<file path="src/rtl/data_mem_ctrl_if.sv">
// Request/response bus for data_mem_ctrl: valid/ready request channel, one-cycle
// registered response channel, plus the initialisation status flag.
interface data_mem_ctrl_if #(
    parameter int unsigned DATA_W = 32,
    parameter int unsigned ADDR_W = 32
);
    logic                  req_valid;
    logic                  req_ready;
    logic                  req_we;
    logic [ADDR_W-1:0]     req_addr;
    logic [DATA_W-1:0]     req_wdata;
    logic [DATA_W/8-1:0]   req_be;
    logic                  rsp_valid;
    logic [DATA_W-1:0]     rsp_rdata;
    logic                  rsp_err;
    logic                  init_busy;

    modport master (
        output req_valid,
        output req_we,
        output req_addr,
        output req_wdata,
        output req_be,
        input  req_ready,
        input  rsp_valid,
        input  rsp_rdata,
        input  rsp_err,
        input  init_busy
    );

    modport slave (
        input  req_valid,
        input  req_we,
        input  req_addr,
        input  req_wdata,
        input  req_be,
        output req_ready,
        output rsp_valid,
        output rsp_rdata,
        output rsp_err,
        output init_busy
    );
endinterface

</file>
<file path="src/rtl/data_mem_ctrl.sv">
// Single-port data memory for the CPU MEM stage: byte-enable writes, valid/ready requests,
// one registered response per accepted request, self-initialising after every reset.
module data_mem_ctrl #(
    parameter int unsigned DATA_W     = 32,
    parameter int unsigned DEPTH      = 128,
    parameter int unsigned ADDR_W     = 32,
    parameter int unsigned INIT_WORDS = 10,
    parameter int unsigned BYTE_ADDR  = 0
) (
    input logic            i_clk,
    input logic            i_reset,
    data_mem_ctrl_if.slave if_bus
);
    localparam int unsigned BE_W  = DATA_W / 8;
    localparam int unsigned OFF_W = (BE_W > 1) ? $clog2(BE_W) : 0;
    localparam int unsigned IDX_W = (DEPTH > 1) ? $clog2(DEPTH) : 1;

    localparam logic [ADDR_W-1:0] OFF_MASK = ADDR_W'((64'd1 << OFF_W) - 64'd1);

    localparam logic [0:0] ST_INIT = 1'b0;
    localparam logic [0:0] ST_RUN  = 1'b1;

    logic [0:0]        r_state;
    logic [IDX_W-1:0]  r_idx;
    logic [DATA_W-1:0] r_mem [DEPTH];
    logic              r_rsp_valid;
    logic [DATA_W-1:0] r_rsp_rdata;
    logic              r_rsp_err;

    logic              w_run;
    logic              w_accept;
    logic [ADDR_W-1:0] w_word;
    logic              w_range_err;
    logic              w_align_err;
    logic              w_err;
    logic              w_wr_en;
    logic [IDX_W-1:0]  w_widx;
    logic              w_init_last;
    logic [DATA_W-1:0] w_init_data;

    assign w_run            = (r_state == ST_RUN);
    assign if_bus.req_ready = w_run;
    assign if_bus.init_busy = !w_run;
    assign w_accept         = if_bus.req_valid && w_run;

    // Range check is done on the full-width word index so high address bits never alias.
    assign w_word      = (BYTE_ADDR != 0) ? (if_bus.req_addr >> OFF_W) : if_bus.req_addr;
    assign w_range_err = (64'(w_word) >= 64'(DEPTH));
    assign w_align_err = (BYTE_ADDR != 0) && ((if_bus.req_addr & OFF_MASK) != '0);
    assign w_err       = w_range_err || w_align_err;
    assign w_widx      = w_word[IDX_W-1:0];
    assign w_wr_en     = w_accept && if_bus.req_we && !w_err;

    assign w_init_last = (r_idx == IDX_W'(DEPTH - 1));
    assign w_init_data = (32'(r_idx) < INIT_WORDS) ? DATA_W'(r_idx) : '0;

    always_ff @(posedge i_clk) begin
        if (i_reset) begin
            r_state <= ST_INIT;
            r_idx   <= '0;
        end else begin
            case (r_state)
                ST_INIT: begin
                    r_idx <= r_idx + IDX_W'(1);
                    if (w_init_last) begin
                        r_state <= ST_RUN;
                    end
                end
                default: r_state <= ST_RUN;
            endcase
        end
    end

    // The init sweep and request writes share the single write port; they never overlap
    // because requests are only accepted in RUN.
    always_ff @(posedge i_clk) begin
        if (!i_reset) begin
            if (r_state == ST_INIT) begin
                r_mem[r_idx] <= w_init_data;
            end else if (w_wr_en) begin
                for (int b = 0; b < BE_W; b++) begin
                    if (if_bus.req_be[b]) begin
                        r_mem[w_widx][8*b +: 8] <= if_bus.req_wdata[8*b +: 8];
                    end
                end
            end
        end
    end

    // rdata/err only update on an accept so they hold while rsp_valid is low.
    always_ff @(posedge i_clk) begin
        if (i_reset) begin
            r_rsp_valid <= 1'b0;
            r_rsp_rdata <= '0;
            r_rsp_err   <= 1'b0;
        end else begin
            r_rsp_valid <= w_accept;
            if (w_accept) begin
                r_rsp_err   <= w_err;
                r_rsp_rdata <= (w_err || if_bus.req_we) ? '0 : r_mem[w_widx];
            end
        end
    end

    assign if_bus.rsp_valid = r_rsp_valid;
    assign if_bus.rsp_rdata = r_rsp_rdata;
    assign if_bus.rsp_err   = r_rsp_err;
endmodule

</file>
<file path="src/flat_wrapper.sv">
// flat-port wrapper written by rule: the top's interface ports become plain ports
module data_mem_ctrl_flat 
#(
    parameter int unsigned DATA_W     = 32,
    parameter int unsigned DEPTH      = 128,
    parameter int unsigned ADDR_W     = 32,
    parameter int unsigned INIT_WORDS = 10,
    parameter int unsigned BYTE_ADDR  = 0
)
  (i_clk, i_reset, if_bus_req_valid, if_bus_req_we, if_bus_req_addr, if_bus_req_wdata, if_bus_req_be, if_bus_req_ready, if_bus_rsp_valid, if_bus_rsp_rdata, if_bus_rsp_err, if_bus_init_busy);
  data_mem_ctrl_if #(.DATA_W(DATA_W), .ADDR_W(ADDR_W)) if_bus_i ();
  input logic i_clk;
  input logic i_reset;
  input wire logic [$bits(if_bus_i.req_valid)-1:0] if_bus_req_valid;
  input wire logic [$bits(if_bus_i.req_we)-1:0] if_bus_req_we;
  input wire logic [$bits(if_bus_i.req_addr)-1:0] if_bus_req_addr;
  input wire logic [$bits(if_bus_i.req_wdata)-1:0] if_bus_req_wdata;
  input wire logic [$bits(if_bus_i.req_be)-1:0] if_bus_req_be;
  output wire logic [$bits(if_bus_i.req_ready)-1:0] if_bus_req_ready;
  output wire logic [$bits(if_bus_i.rsp_valid)-1:0] if_bus_rsp_valid;
  output wire logic [$bits(if_bus_i.rsp_rdata)-1:0] if_bus_rsp_rdata;
  output wire logic [$bits(if_bus_i.rsp_err)-1:0] if_bus_rsp_err;
  output wire logic [$bits(if_bus_i.init_busy)-1:0] if_bus_init_busy;
  assign if_bus_i.req_valid = if_bus_req_valid;
  assign if_bus_i.req_we = if_bus_req_we;
  assign if_bus_i.req_addr = if_bus_req_addr;
  assign if_bus_i.req_wdata = if_bus_req_wdata;
  assign if_bus_i.req_be = if_bus_req_be;
  assign if_bus_req_ready = if_bus_i.req_ready;
  assign if_bus_rsp_valid = if_bus_i.rsp_valid;
  assign if_bus_rsp_rdata = if_bus_i.rsp_rdata;
  assign if_bus_rsp_err = if_bus_i.rsp_err;
  assign if_bus_init_busy = if_bus_i.init_busy;
  data_mem_ctrl #(.DATA_W(DATA_W), .DEPTH(DEPTH), .ADDR_W(ADDR_W), .INIT_WORDS(INIT_WORDS), .BYTE_ADDR(BYTE_ADDR)) u_core (.i_clk(i_clk), .i_reset(i_reset), .if_bus(if_bus_i));
endmodule
</file>
<file path="config.mk">
export PLATFORM = sky130hd
export DESIGN_NAME = data_mem_ctrl_flat
export DESIGN_NICKNAME = d
export VERILOG_FILES = /design/src/rtl/data_mem_ctrl_if.sv /design/src/rtl/data_mem_ctrl.sv /design/src/flat_wrapper.sv
export SDC_FILE = /design/constraint.sdc
export NUM_CORES = 2
export LEC_CHECK = 0
export CAP_MARGIN = 25
export CORE_AREA = 2 2 849 640
export DETAILED_ROUTE_END_ITERATION = 12
export DIE_AREA = 0 0 851 642
export DONT_BUFFER_PORTS = 1
export GPL_ROUTABILITY_DRIVEN = 0
export HOLD_SLACK_MARGIN = 0.06
export PLACE_DENSITY = 0.44
export SYNTH_ARGS = -nofsm -noshare
export SYNTH_HDL_FRONTEND = slang
export SYNTH_SLANG_ARGS = --single-unit
</file>
<file path="constraint.sdc">
create_clock -name i_clk -period 11.5 [get_ports i_clk]
set_clock_uncertainty 0.15 [all_clocks]
set_input_delay 2.3 -clock i_clk [delete_from_list [all_inputs] [get_ports i_clk]]
set_output_delay 2.3 -clock i_clk [all_outputs]
set_load 0.1 [all_outputs]
</file>
==> run_results.csv <==
group,metric,value,unit
power_and_ir_drop,p_per_area,169,mW/mm2
layout,area_growth,13.4,%
logic_synthesis,yosys_warnings,0,
global_routing,antenna_found_initial,73,
sta,period_share,63.1,%
sta,final-hold-violation-count,0,
worst_setup_path,crit_fanout,39,
global_routing,grt_use_total,18.7,%
power_and_ir_drop,p_total,30.8,mW
detailed_routing,drt_iter0_markers,10800,
logic_synthesis,synth-simple-area-share,2.45,%
sta,fmax,138,MHz
logic_synthesis,ys_ff_latch,4138,
logic_synthesis,synth_top_family_by_area,"multiplexers",
power_and_ir_drop,p_leak,59.3,nW
detailed_routing,viasPerCell,5.32,
logic_synthesis,synth_edf_count,4096,
detailed_routing,drt_pass1_iterations,6,
floorplan,die_area,0.546,mm2
layout,final_cell_mix,"edfxtp_1, mux4_2, nor2_1, clkbuf_16, mux2i_1",
layout,instances_no_fill,15300,
logic_synthesis,synthCells,7623,
placement,dp_hpwl,319,mm
logic_synthesis,synth.distinct_cells,59,
clocking,clockBufferDepth,4,
logic_synthesis,syn_avg_cell_area,21.1,um2
logic_synthesis,ys_seq_area_share,77.0,%
detailed_routing,drc,0,
clocking,cts_buffers,401,
worst_setup_path,endpoint_kind,"flop",
worst_setup_path,critPathRequiredTime,11.92,ns
logic_synthesis,synth_xor_area_share,0.0327,%
clocking,clock_latency,0.96,ns
logic_synthesis,synth_fa_ha_area_share,0.00778,%
detailed_routing,detail-route-antenna-nets,0,
min_path,min-delay-start,"u_core.r_idx[6]$_SDFFE_PP0N_",
sta,timing.final.crit_period,7.26,ns
worst_setup_path,arrival,7.67,ns
logic_synthesis,async_reset_ff_share,0,%
clocking,postCtsHoldBufs,0,
clocking,postCtsSetupRepairBufs,0,
min_path,min_path_type,"flop to flop",
floorplan,fp.dieW,851,um
sta,relSlewSlack,13.4,%
layout,final_common_cell,"edfxtp_1",
global_routing,grt_pass1_vias,80700,
clocking,cts.clk_slew.worst_paths,0.07,ns
sta,tightest_slew,1.30,ns
sta,slew_viol_final,0,
power_and_ir_drop,vdd_drop_max,124,uV
placement,dp_slack,3.29,ns
logic_synthesis,synth-compound-area-share,3.56,%
placement,port_buffers,0,
logic_synthesis,netlist_area,0.161,mm2
worst_setup_path,startpoint_type,"input port",
clocking,clock_sinks,4138,
detailed_routing,wirelength,525,mm
worst_setup_path,r2r_start,"u_core.if_bus.req_ready$_SDFF_PP0_",
clocking,root_buffer,"clkbuf_16",
outcome,status,"finished clean",
clocking,cts_max_level,5,
worst_setup_path,startpoint,"if_bus_req_addr[20]",
clocking,ctsResizeCount,0,
global_routing,grt_pass1_wl,711,mm
floorplan,rows,234,
logic_synthesis,synthMuxAreaShare,15.1,%
global_routing,grt_max_degree,833,
clocking,cts_tree,"yes",
layout,drive_gt1_share,22.1,%
layout,fin_util,33.9,%
sta,grt_setup_unrepaired,"false",
floorplan,initial_core_util,29.9,%
run,maxCapViolCount,0,
detailed_routing,post_drt_wl_per_cell,34.3,um
sta,fin_ws,4.24,ns
sta,setup_violations,0,
layout,layout.nets,7847,
sta,setup_tns,0,ns
placement,dp.cells,14500,
floorplan,num_io_pins,108,
detailed_routing,num_vias,81400,
floorplan,core-area,0.539,mm2
floorplan,die_h,642,um
logic_synthesis,synthFlopType,"edfxtp_1",
logic_synthesis,synth_fp_nets,7696,
worst_setup_path,critPathKind,"input port to flop",
global_routing,grt_overflow,0,
stage by stage:
stage | hold WS (ns) | instance area (um2)
2_1_floorplan | 0.363 | 161000
3_3_place_gp | 0.398 | 169000
3_5_place_dp | 0.406 | 169000
4_1_cts | 0.411 | 182000
5_1_grt | 0.460 | 182000
6_report | 0.436 | 182000
layer usage:
metal	GRT usage [%]	up-vias	routed length, um
met2	28.0	3518	233000
met4	3.82	8	11700
li1	-	32300	-
met5	0	-	57
met3	3.46	652	40100
met1	28.3	44900	240000
Yosys cell counts, drive strengths merged (18+ instances only):
cell type  instances  area share, %
edfxtp          4096             76
mux4             888             12
nor2             532            1.2
mux2i            420            2.6
buf              261            1.3
a22oi            234            1.1
clkbuf           213           0.50
nand2            209           0.49
a221oi           138           0.75
a21oi            125           0.39
a22o             109           0.59
o22ai             49           0.19
dfxtp             42           0.52
a211oi            38           0.18
nand3             35           0.11
and2              32           0.12
a2111oi           31           0.19
nor4              29           0.12
o21ai             25          0.078
nand2b            18          0.070
nor4b             18          0.098
final cells by class:
cell class                 count  area (um2)
clock inverter               241        2100
timing repair buffer         222        2360
inverter                       3        18.8
tap                         7198        9010
fill                       50300      356000
sequential                  4138      124000
multi-input combinational   3008       34400
antenna                        6        15.0
clock buffer                 491       10700
sequential cells by signal, summed over array words and instances (netlist names):
name,flops
u_core.r_idx,7
u_core.if_bus.rsp_err,1
u_core.r_mem,4096
u_core.if_bus.rsp_rdata,32
u_core.if_bus.req_ready,1
u_core.if_bus.rsp_valid,1
worst max-delay path, cell delays in order:
cell and delay, ns:
nor4_1 0.37, nand4_2 0.25, nor4_4 0.65, buf_4 0.75, buf_4 0.50, mux2i_2 0.71
nand2_1 0.90, buf_4 0.54, nor2_1 0.66
kinds of logic after synthesis:
logic type               count (synthesis)
multiplexers                          1317
buffers and inverters                  477
flip-flops                            4138
AND/OR/NAND/NOR                        920
AO/OA/AOI/OAI                          764
adder cells (fa/ha/maj)                  1
XOR/XNOR                                 6
power by group:
part	switching (mW)	total (mW)	leakage, nW	internal [mW]
logic	0.796	1.20	11.9	0.404
clock network	5.87	13.2	6.24	7.33
registers	0.00881	16.4	41.2	16.4
worst paths after layout:
kind | endpoint | slack [ns] | cells after the start
hold / removal | u_core.if_bus.req_ready$_SDFF_PP0_ | 0.44 | 2
setup / recovery | u_core.r_mem[63][14]$_DFFE_PP_ | 4.24 | 9
hold reg to reg | u_core.if_bus.req_ready$_SDFF_PP0_ | 0.44 | 2
setup reg to reg | u_core.r_mem[63][14]$_DFFE_PP_ | 5.23 | 9
Note: power is estimated with default switching activity, not from simulation.
